`src/rtl/aipp_pkg.sv`:
```
// Shared constants and types for the AIPP voltage-health telemetry link.
// The receiver thresholds live here so both ends of the link agree on them.
package aipp_pkg;

    localparam int                  HEALTH_W   = 4;
    localparam logic [HEALTH_W-1:0] HEALTH_MAX = 4'd15;
    localparam logic [HEALTH_W-1:0] HEALTH_RST = 4'd15;

    typedef enum logic [1:0] {
        IDLE  = 2'd0,
        ACCUM = 2'd1,
        QUANT = 2'd2
    } tx_state_e;

    // Receiver-side decision levels on the v_health code.
    localparam logic [HEALTH_W-1:0] RX_THR_WARN = 4'd8;
    localparam logic [HEALTH_W-1:0] RX_THR_OK   = 4'd12;
    localparam logic [HEALTH_W-1:0] RX_THR_CRIT = 4'd2;
    localparam logic [HEALTH_W-1:0] RX_HYST     = 4'd4;

endpackage

```
`src/rtl/aipp_health_quant.sv`:
```
// Maps an averaged rail-voltage code onto the 4-bit health scale:
// floor-subtract (clamped at zero), right-shift, saturate at HEALTH_MAX.
module aipp_health_quant
    import aipp_pkg::*;
#(
    parameter int ADC_W = 12
) (
    input  logic [ADC_W-1:0]    avg_i,
    input  logic [ADC_W-1:0]    floor_i,
    input  logic [3:0]          shift_i,
    output logic [HEALTH_W-1:0] h_o
);

    function automatic logic [HEALTH_W-1:0] sat_health(input logic [ADC_W-1:0] v);
        if (v > ADC_W'(HEALTH_MAX)) begin
            return HEALTH_MAX;
        end
        return v[HEALTH_W-1:0];
    endfunction

    logic [ADC_W-1:0] diff;
    logic [ADC_W-1:0] scaled;

    always_comb begin
        diff   = (avg_i < floor_i) ? '0 : (avg_i - floor_i);
        scaled = diff >> shift_i;
        h_o    = sat_health(scaled);
    end

endmodule

```
`src/rtl/aipp_telemetry_tx.sv`:
```
// AIPP telemetry transmitter: averages ADC rail samples over a power-of-two
// window, quantizes to v_health and emits it on heartbeat or critical drop.
module aipp_telemetry_tx
    import aipp_pkg::*;
#(
    parameter int ADC_W      = 12,
    parameter int AVG_LOG2   = 2,
    parameter int INTERVAL_W = 16
) (
    input  logic                  clk,
    input  logic                  rst,
    input  logic                  enable,
    input  logic [ADC_W-1:0]      adc_sample,
    input  logic                  adc_vld,
    output logic                  adc_rdy,
    input  logic [ADC_W-1:0]      cfg_v_floor,
    input  logic [3:0]            cfg_span_shift,
    input  logic [INTERVAL_W-1:0] cfg_interval,
    input  logic [3:0]            cfg_crit_level,
    output logic [HEALTH_W-1:0]   v_health,
    output logic                  telemetry_vld,
    output logic [7:0]            drop_cnt
);

    localparam int                ACC_W       = ADC_W + AVG_LOG2;
    localparam int                SCNT_W      = AVG_LOG2 + 1;
    localparam logic [SCNT_W-1:0] LAST_SAMPLE = SCNT_W'((1 << AVG_LOG2) - 1);

    tx_state_e             state_q, state_d;
    logic [ACC_W-1:0]      acc_q, acc_d;
    logic [SCNT_W-1:0]     scnt_q, scnt_d;
    logic [INTERVAL_W-1:0] icnt_q, icnt_d;
    logic                  pend_q, pend_d;
    logic [HEALTH_W-1:0]   pend_h_q, pend_h_d;
    logic [HEALTH_W-1:0]   vh_q, vh_d;
    logic                  vld_q, vld_d;
    logic [7:0]            drop_q, drop_d;

    logic [ADC_W-1:0]      avg;
    logic [HEALTH_W-1:0]   quant_h;
    logic                  in_quant;
    logic                  hs;
    logic                  eff_pend;
    logic [HEALTH_W-1:0]   eff_h;
    logic                  fast_hit;
    logic                  hb_hit;
    logic                  zero_hit;
    logic                  emit;

    assign avg = acc_q[ACC_W-1:AVG_LOG2];

    aipp_health_quant #(
        .ADC_W (ADC_W)
    ) u_quant (
        .avg_i   (avg),
        .floor_i (cfg_v_floor),
        .shift_i (cfg_span_shift),
        .h_o     (quant_h)
    );

    assign adc_rdy       = (state_q == ACCUM);
    assign v_health      = vh_q;
    assign telemetry_vld = vld_q;
    assign drop_cnt      = drop_q;

    // The QUANT result is treated as already pending so it can be emitted on
    // the edge that leaves QUANT, giving the pulse one cycle after QUANT.
    always_comb begin
        in_quant = (state_q == QUANT);
        hs       = adc_vld && adc_rdy;
        eff_pend = pend_q || in_quant;
        eff_h    = in_quant ? quant_h : pend_h_q;
        fast_hit = eff_pend && (eff_h <= cfg_crit_level) && (vh_q > cfg_crit_level);
        hb_hit   = (cfg_interval != '0) && (icnt_q == (cfg_interval - INTERVAL_W'(1)));
        zero_hit = (cfg_interval == '0) && eff_pend;
        emit     = enable && (state_q != IDLE) && (fast_hit || hb_hit || zero_hit);
    end

    always_comb begin
        state_d  = state_q;
        acc_d    = acc_q;
        scnt_d   = scnt_q;
        icnt_d   = icnt_q;
        pend_d   = pend_q;
        pend_h_d = pend_h_q;
        vh_d     = vh_q;
        vld_d    = 1'b0;
        drop_d   = drop_q;

        if (adc_vld && !adc_rdy && (in_quant || ((state_q == IDLE) && enable))
            && (drop_q != 8'hFF)) begin
            drop_d = drop_q + 8'd1;
        end

        case (state_q)
            IDLE: begin
                icnt_d = '0;
                if (enable) begin
                    state_d = ACCUM;
                end
            end
            ACCUM: begin
                icnt_d = icnt_q + INTERVAL_W'(1);
                if (hs) begin
                    acc_d  = acc_q + ACC_W'(adc_sample);
                    scnt_d = scnt_q + SCNT_W'(1);
                    if (scnt_q == LAST_SAMPLE) begin
                        state_d = QUANT;
                    end
                end
            end
            QUANT: begin
                icnt_d   = icnt_q + INTERVAL_W'(1);
                pend_h_d = quant_h;
                pend_d   = 1'b1;
                acc_d    = '0;
                scnt_d   = '0;
                state_d  = ACCUM;
            end
            default: begin
                state_d = IDLE;
            end
        endcase

        if (emit) begin
            vld_d  = 1'b1;
            vh_d   = eff_pend ? eff_h : vh_q;
            pend_d = 1'b0;
            icnt_d = '0;
        end

        // Disabling abandons the window in flight; health and drops are kept.
        if (!enable) begin
            state_d = IDLE;
            acc_d   = '0;
            scnt_d  = '0;
            pend_d  = 1'b0;
            icnt_d  = '0;
        end
    end

    always_ff @(posedge clk or posedge rst) begin
        if (rst) begin
            state_q  <= IDLE;
            acc_q    <= '0;
            scnt_q   <= '0;
            icnt_q   <= '0;
            pend_q   <= 1'b0;
            pend_h_q <= '0;
            vh_q     <= HEALTH_RST;
            vld_q    <= 1'b0;
            drop_q   <= '0;
        end else begin
            state_q  <= state_d;
            acc_q    <= acc_d;
            scnt_q   <= scnt_d;
            icnt_q   <= icnt_d;
            pend_q   <= pend_d;
            pend_h_q <= pend_h_d;
            vh_q     <= vh_d;
            vld_q    <= vld_d;
            drop_q   <= drop_d;
        end
    end

endmodule

```
`config.mk`:
```
export PLATFORM = sky130hd
export DESIGN_NAME = aipp_telemetry_tx
export DESIGN_NICKNAME = d
export VERILOG_FILES = /design/src/rtl/aipp_pkg.sv /design/src/rtl/aipp_health_quant.sv /design/src/rtl/aipp_telemetry_tx.sv
export SDC_FILE = /design/constraint.sdc
export NUM_CORES = 1
export LEC_CHECK = 0
export CELL_PAD_IN_SITES_DETAIL_PLACEMENT = 1
export CELL_PAD_IN_SITES_GLOBAL_PLACEMENT = 1
export CORE_MARGIN = 2
export CORE_UTILIZATION = 46
export CTS_BUF_LIST = sky130_fd_sc_hd__clkbuf_4 sky130_fd_sc_hd__clkbuf_8 sky130_fd_sc_hd__clkbuf_16
export DETAILED_ROUTE_END_ITERATION = 6
export PLACE_DENSITY_LB_ADDON = 0.08
export SYNTH_ARGS = -nofsm -noshare
export SYNTH_HDL_FRONTEND = slang
export SYNTH_HIERARCHICAL = 1
export SYNTH_SLANG_ARGS = --single-unit
```
`constraint.sdc`:
```
create_clock -name clk -period 7.6 [get_ports clk]
set_input_delay 1.52 -clock clk [delete_from_list [all_inputs] [get_ports clk]]
set_output_delay 1.52 -clock clk [all_outputs]
set_load 0.02 [all_outputs]
```
==> impl_results.rst, run 1 <==
.. list-table::
   :header-rows: 1

   * - Metric
     - Value
   * - Slowest stage delay, CP
     - 0.55 ns
   * - Leakage power of the design
     - 2.473 nW
   * - Worst setup SP type
     - primary input
   * - Syn. warnings
     - 6
   * - Leading cell types by count after synthesis
     - sky130_fd_sc_hd__nand2_1, sky130_fd_sc_hd__dfrtp_1, sky130_fd_sc_hd__ha_1, sky130_fd_sc_hd__nor2_1, sky130_fd_sc_hd__inv_1
   * - Reg-to-reg setup timing slack
     - 1.91 ns
   * - Critical path data arrival time
     - 7.07 ns
   * - Area of the die
     - 11660 um^2
   * - Initial core utilization
     - 47.74%
   * - Top-area cell type share of the netlist area
     - 24.66%
   * - CTS resizes
     - 0
   * - Number of antenna violations at the first check in global routing
     - 0
   * - Largest net degree at the start of global routing
     - 46
   * - End of the critical path
     - icnt_q[15]
   * - Actual transition at the worst max-transition pin
     - 0.8375 ns
   * - Buffer and inverter count on the worst path
     - 1
   * - Via count of the first global-routing pass
     - 4866
   * - DRC violation count after routing
     - 0
   * - Initial DRC count
     - 283
   * - Count of different cell masters after synthesis
     - 84
   * - Hold/Removal Path Class
     - reg2reg
   * - Number of max-slew violations in the final report
     - 0
   * - Portion of the post-synthesis area used by sequential elements
     - 26.77%
   * - Buffers inserted during post-CTS setup optimization
     - 0
   * - Placed Cells
     - 767
   * - Count of boundary I/O pins
     - 66
   * - Terminus of the critical flop-to-flop path
     - icnt_q[15]
   * - Cell Chain, Critical Path
     - clkdlybuf4s50_1, ha_1, fa_1, nor2b_4, o2111ai_2, a31oi_1, xnor2_2, a22oi_1, o21a_1, or4_4, a21oi_4, o221ai_1, mux2_2, ha_1, nor2b_1, o21a_1, o21a_1, o21ai_0, a21oi_1, o211ai_2, a211oi_1, a211o_1
   * - Post-Route Setup TNS
     - 0 ns
   * - RSZ-0062 raised after global routing
     - false
   * - Ant. Diodes
     - 0
   * - Max FO, Critical Path
     - 21
   * - Cell family with the largest share of critical-path delay
     - compound AO/OA/AOI/OAI gates
   * - Detailed Route WL
     - 14010 um
   * - Layout Skew
     - 0.01978 ns
   * - Post-Synthesis Cell Area
     - 4972 um^2
   * - CTS Sinks
     - 53
   * - Startpoint of the worst register-to-register path
     - acc_q[2]
   * - Final setup violation count
     - 0
   * - Setup CP Type
     - in2reg
   * - Critical path depth
     - 22
   * - Buffer cell driving the clock tree root
     - sky130_fd_sc_hd__clkbuf_8
   * - First-pass GRT wire length
     - 23520 um
   * - Fraction of the cycle the final worst path needs
     - 89.49%
   * - Overall via count from detail_route
     - 4641
   * - Clock slew seen by the registers of the worst setup and hold paths
     - 0.11 ns
   * - Avg Vias per Cell
     - 5.988
   * - Die width
     - 108.0 um
   * - Hold-fix buffer count after cts
     - 0
   * - Number of flops mapped to enable cells by yosys
     - 0
   * - Area contributors post-synth
     - sky130_fd_sc_hd__dfrtp_1, sky130_fd_sc_hd__ha_1, sky130_fd_sc_hd__xnor2_1
   * - Core region area
     - 10420 um^2
   * - Max-Cap Viols
     - 0
   * - Cell taking the most area after synthesis
     - sky130_fd_sc_hd__dfrtp_1
   * - Post-synthesis to final-layout area growth
     - 17.94%
   * - Tmin final
     - 6.802 ns
   * - Slew Limit Headroom
     - 44.01%
   * - Power density relative to cell area
     - 144.1 nW/um^2
   * - DRT antenna net count
     - 0
   * - Most used cell, CP
     - sky130_fd_sc_hd__o21a_1
   * - Startpoint of the worst hold path
     - pend_h_q[0]
   * - Most numerous cell in the Yosys netlist
     - sky130_fd_sc_hd__nand2_1
   * - Critical path origin
     - cfg_v_floor[0]
   * - Hold violation total from the final report
     - 0
   * - CTS buffer count
     - 5
   * - Nature of the critical path endpoint
     - flop
   * - Share of final-layout standard cells stronger than drive strength 1
     - 7.199%
   * - # rows
     - 37
   * - R2r worst-path depth
     - 22
   * - Overflow left after global routing
     - 0
   * - Number of port buffers
     - 65
   * - Maximum buffer depth of the clock tree
     - 2
   * - Count of state elements after synthesis
     - 53
   * - Fraction of registers with async set or reset after synthesis
     - 100.0%
   * - Final net count
     - 733
   * - Status
     - finished clean
   * - Number of levels in the clock H-tree
     - 2
   * - Fmax achieved
     - 0.1470 GHz
   * - Gpl congestion
     - 0.8781
   * - Post-synth net total
     - 674
   * - Latest clock arrival within the worst-skew pair
     - 0.32 ns
   * - Critical path required time
     - 7.87 ns
   * - Fin cells
     - 775
   * - Number of cells produced by synthesis
     - 579
   * - Number of detailed-route iterations in the first pass
     - 6
   * - Peak VDD IR
     - 0.1064 mV
   * - Syn_area_per_cell
     - 8.588 um^2
   * - Cell at the slowest stage of the critical path
     - sky130_fd_sc_hd__or4_4
   * - DP HPWL
     - 11190 um
   * - Final routed wire length divided by cell count
     - 18.08 um
   * - Height of the chip
     - 108.0 um
   * - Primary flip-flop cell chosen by synthesis mapping
     - sky130_fd_sc_hd__dfrtp_1
   * - Clock tree from TritonCTS
     - done
   * - Overall track demand over capacity in global routing
     - 24.87%
[logic make-up (layout without fill, tap and decap cells)]
| logic type | count (synthesis) | count (layout) | share of synthesized area (%) |
|---|---|---|---|
| AND/OR/NAND/NOR | 198 | 198 | 20.58 |
| AO/OA/AOI/OAI | 172 | 172 | 25.31 |
| flip-flops | 53 | 53 | 26.77 |
| buffers and inverters | 51 | 111 | 3.925 |
| XOR/XNOR | 44 | 44 | 7.901 |
| adder cells (fa/ha/maj) | 43 | 43 | 11.12 |
| multiplexers | 18 | 18 | 4.378 |
[worst min-delay path by stage]
stage	cells after the start	slack, ns	to
finish	1	0.51	pend_h_q[0]
global route	1	0.54	drop_cnt[6]
CTS	2	0.51	scnt_q[2]
detailed placement	2	0.48	scnt_q[2]
global placement	2	0.47	scnt_q[2]
floorplan	2	0.45	scnt_q[2]
[through the flow]
step                      util [%]  cell area [um^2]  setup slack [ns]  total power, mW  hold slack (ns)
after floorplan                  -              4972             1.552           0.5290           0.4498
after global placement       55.18              5748            0.8740           0.6295           0.4690
after detailed placement     55.18              5748            0.5483           0.6432           0.4809
after CTS                    56.30              5864            0.8797           0.8502           0.5076
after global routing         56.30              5864            0.5361           0.8979           0.5412
final                        56.30              5864            0.7985           0.8449           0.5072
[flip-flops by register name, summed over array words and instances (netlist names)]
| name | count |
|---|---|
| icnt_q | 16 |
| acc_q | 14 |
| drop_cnt | 8 |
| pend_h_q | 4 |
| v_health | 4 |
| scnt_q | 3 |
| state_q | 2 |
| pend_q | 1 |
| telemetry_vld | 1 |
[power breakdown]
group	internal (mW)	switching, mW	total, mW
registers	0.302	0.0259	0.328
logic	0.142	0.171	0.313
clock network	0.101	0.104	0.205
total	0.544	0.301	0.845
[layout make-up]
cell class                      count  area, um^2
Multi-Input combinational cell    475        3446
Fill cell                        1243        4552
Timing Repair Buffer               67       665.6
Tap cell                          136       170.2
Clock buffer                        5       68.82
Clock inverter                      3       47.55
Inverter                           36       135.1
Sequential cell                    53        1331
[cell usage in the layout, fill, tap and decap left out, drive strengths merged, types with 4 or more instances in the layout]
master         Yosys  routed
a21boi            11      11
a21o               9       9
dfstp              4       4
o21ai             32      32
nand4              4       4
a21oi             34      34
nor2b             11      11
inv               36      38
nand2             58      58
clkbuf            12       5
o21a               8       8
nor4               8       8
o22ai              4       4
xor2              16      16
or4                6       6
o31ai              5       5
a211oi             8       8
nand3             19      19
nor2              38      38
a31oi              6       6
nor3              14      14
dfrtp             49      49
ha                41      41
o211ai             7       7
mux2              10      10
o22a              10      10
clkdlybuf4s50      0      65
and2               6       6
a22o               5       5
mux2i              6       6
xnor2             28      28
and3              13      13
o31a               4       4
[per-layer routing]
metal / up-vias / global-route usage [%] / part of all wire, %
li1: 2261 / - / -
met1: 2287 / 35.68 / 49
met2: 83 / 40.52 / 46
met3: 10 / 3.195 / 3.7
met4: 0 / 4.853 / 0.88
met5: - / 0 / 0
No activity file was read; power rests on OpenSTA's default activity.
==> run 2, diff against run 1 <==
==> constraint.sdc (replaced) <==
create_clock -name clk -period 7.6 [get_ports clk]
set_input_delay 0.76 -clock clk [delete_from_list [all_inputs] [get_ports clk]]
set_output_delay 0.76 -clock clk [all_outputs]
set_load 0.02 [all_outputs]
==> run 2 against run 1 <==
Net effect:
- non-clock buffer count unchanged
- clock skew is 0.00051 ns higher
- clock power shrank 18%
- setup slack better by 0.77 ns
- via count about the same
- utilization shrank 0.25 points
- critical path depth stayed put
- critical path type unchanged
- largest cell class unchanged
- largest power group unchanged
- highest routed layer unchanged
==> impl_results.rst, run 2 (same netlist as run 1, synthesis figures left out) <==
.. list-table::
   :header-rows: 1

   * - Metric
     - Value
   * - Status
     - finished clean
   * - Most common library cell in the layout ignoring fill and taps
     - sky130_fd_sc_hd__clkdlybuf4s50_1
   * - Power density relative to cell area
     - 138.4 nW/um^2 (-3.9%)
   * - Leakage power of the design
     - 2.458 nW (-0.59%)
   * - Max-Cap Viols
     - 0 (unchanged)
   * - Number of detailed-route iterations in the first pass
     - 5 (-1)
   * - Share of final-layout standard cells stronger than drive strength 1
     - 7.199% (unchanged)
   * - Via count of the first global-routing pass
     - 4880 (+0.29%)
   * - Critical path required time
     - 7.86 ns (about the same)
   * - Maximum buffer depth of the clock tree
     - 2 (unchanged)
   * - Detailed Route WL
     - 13980 um (-0.22%)
   * - Peak VDD IR
     - 0.1071 mV (+0.73%)
   * - Hold-fix buffer count after cts
     - 0 (unchanged)
   * - Post-synthesis to final-layout area growth
     - 17.41%
   * - First-pass GRT wire length
     - 23630 um (+0.47%)
   * - Actual transition at the worst max-transition pin
     - 0.7932 ns (-0.04430 ns)
   * - Number of antenna violations at the first check in global routing
     - 0 (unchanged)
   * - Max FO, Critical Path
     - 21 (unchanged)
   * - Startpoint of the worst register-to-register path
     - acc_q[2]
   * - Buffer cell driving the clock tree root
     - sky130_fd_sc_hd__clkbuf_8
   * - DRT antenna net count
     - 0 (unchanged)
   * - CTS buffer count
     - 5 (unchanged)
   * - Hold violation total from the final report
     - 0 (unchanged)
   * - Highest-count cells in the layout ignoring fill and taps
     - sky130_fd_sc_hd__clkdlybuf4s50_1, sky130_fd_sc_hd__nand2_1, sky130_fd_sc_hd__dfrtp_1, sky130_fd_sc_hd__ha_1, sky130_fd_sc_hd__nor2_1
   * - Slowest stage delay, CP
     - 0.55 ns (about the same)
   * - Tmin final
     - 6.027 ns (-0.7741 ns)
   * - Fraction of the cycle the final worst path needs
     - 79.31% (-10 points)
   * - Clock tree from TritonCTS
     - done
   * - Post-Route Setup TNS
     - 0 ns (unchanged)
   * - Area of the die
     - 11660 um^2 (unchanged)
   * - Setup CP Type
     - in2reg
   * - Initial DRC count
     - 263 (-7.1%)
   * - Global-route met2 utilization
     - 41.51% (+0.99 points)
   * - Gpl congestion
     - 0.8779 (about the same)
   * - Final setup violation count
     - 0 (unchanged)
   * - Die width
     - 108.0 um (unchanged)
   * - Fmax achieved
     - 0.1659 GHz (+13%)
   * - RSZ-0062 raised after global routing
     - false
   * - Met1 capacity usage during global routing
     - 35.90% (+0.22 points)
   * - Number of fillers in the final layout
     - 1262 (+1.5%)
   * - # rows
     - 37 (unchanged)
   * - Global-route track usage on met3
     - 1.929% (-1.3 points)
   * - Max FFs per register
     - 16 (unchanged)
   * - Critical path origin
     - cfg_v_floor[0]
   * - Startpoint of the worst hold path
     - drop_cnt[7]
   * - Nature of the critical path endpoint
     - flop
   * - Latest clock arrival within the worst-skew pair
     - 0.32 ns (about the same)
   * - Overall track demand over capacity in global routing
     - 24.93% (+0.057 points)
   * - Worst Hold Slack
     - 0.5064 ns (-0.0007250 ns)
   * - CTS resizes
     - 0 (unchanged)
   * - Core region area
     - 10420 um^2 (unchanged)
   * - Worst setup SP type
     - primary input
   * - Largest net degree at the start of global routing
     - 46 (unchanged)
   * - Register with the highest flop count
     - icnt_q
   * - Cell family with the largest share of critical-path delay
     - compound AO/OA/AOI/OAI gates
   * - Crit path setup slack, layout
     - 1.573 ns (+0.7741 ns)
   * - Clock slew seen by the registers of the worst setup and hold paths
     - 0.11 ns (about the same)
   * - Placed Cells
     - 767 (unchanged)
   * - Buffer and inverter count on the worst path
     - 1 (unchanged)
   * - Gr busiest metal
     - met2
   * - Initial core utilization
     - 47.74% (unchanged)
   * - Fin cells
     - 775 (unchanged)
   * - Overall via count from detail_route
     - 4644 (+0.065%)
   * - DP HPWL
     - 11160 um (-0.35%)
   * - Number of port buffers
     - 65 (unchanged)
   * - Most used cell, CP
     - sky130_fd_sc_hd__o21a_1
   * - Count of boundary I/O pins
     - 66 (unchanged)
   * - Critical path data arrival time
     - 6.28 ns (-0.79 ns)
   * - Layout Utilization
     - 56.05% (-0.25 points)
   * - Hold/Removal Path Class
     - reg2reg
   * - CTS Sinks
     - 53 (unchanged)
   * - Cell Chain, Critical Path
     - clkdlybuf4s50_1, ha_1, fa_1, nor2b_4, o2111ai_2, a31oi_1, xnor2_2, a22oi_1, o21a_1, or4_4, a21oi_4, o221ai_1, mux2_2, ha_1, nor2b_1, o21a_1, o21a_1, o21ai_0, a21oi_1, o211ai_2, a21boi_0, o22a_1
   * - Avg Vias per Cell
     - 5.992 (about the same)
   * - Worst Setup Slack post-DPL
     - 1.332 ns (+0.7833 ns)
   * - Height of the chip
     - 108.0 um (unchanged)
   * - Final net count
     - 733 (unchanged)
   * - Overflow left after global routing
     - 0 (unchanged)
   * - Slew Limit Headroom
     - 46.97% (+3.0 points)
   * - Buffers inserted during post-CTS setup optimization
     - 0 (unchanged)
   * - Ant. Diodes
     - 0 (unchanged)
   * - Final routed wire length divided by cell count
     - 18.04 um (-0.22%)
   * - Number of max-slew violations in the final report
     - 0 (unchanged)
   * - Layout Skew
     - 0.02029 ns (+0.0005122 ns)
   * - Number of levels in the clock H-tree
     - 2 (unchanged)
   * - DRC violation count after routing
     - 0 (unchanged)
   * - Cell at the slowest stage of the critical path
     - sky130_fd_sc_hd__or4_4
run 2: cell count changes in the layout (fill, tap and decap cells not counted):
| cell | previous run | this run |
|---|---|---|
| sky130_fd_sc_hd__bufinv_16 | 1 | 0 |
| sky130_fd_sc_hd__clkinv_2 | 0 | 1 |
| sky130_fd_sc_hd__clkinvlp_4 | 0 | 1 |
| sky130_fd_sc_hd__inv_6 | 2 | 1 |
run 2: final timing paths:
path                            endpoint  slack, ns  cells after the start
setup / recovery              icnt_q[13]       1.57                     22
hold / removal               drop_cnt[7]       0.51                      1
setup reg to reg              icnt_q[13]       1.92                     22
hold reg to reg              drop_cnt[7]       0.51                      1
max in group asynchronous    v_health[3]       6.14                      3
min in group asynchronous  telemetry_vld       0.64                      2
run 2: power by group:
group          total, mW  switching, mW  internal [mW]
registers          0.327         0.0251          0.302
logic              0.313          0.172          0.142
clock network      0.168          0.102         0.0657
run 2: metal layers:
metal | wire length [um] | share of wire (%)
met5 | 0 | 0
met4 | 149 | 1.1
met3 | 497 | 3.6
met2 | 6572 | 47
met1 | 6762 | 48
run 2: layout make-up:
class	instances	area, um^2	area share (%)
flip-flops and latches	53	1331	22.80
clock inverters	3	21.27	0.3643
clock buffers	5	68.82	1.179
well taps	136	170.2	2.915
inverters	36	135.1	2.315
repair buffers	67	665.6	11.40
multi-input cells	475	3446	59.02
run 2: per-stage QoR:
stage	area, um^2	power, mW
3_3_place_gp	5748	0.6294
5_1_grt	5838	0.8606
4_1_cts	5838	0.8128
6_report	5838	0.8081
3_5_place_dp	5748	0.6419
2_1_floorplan	4972	0.5290
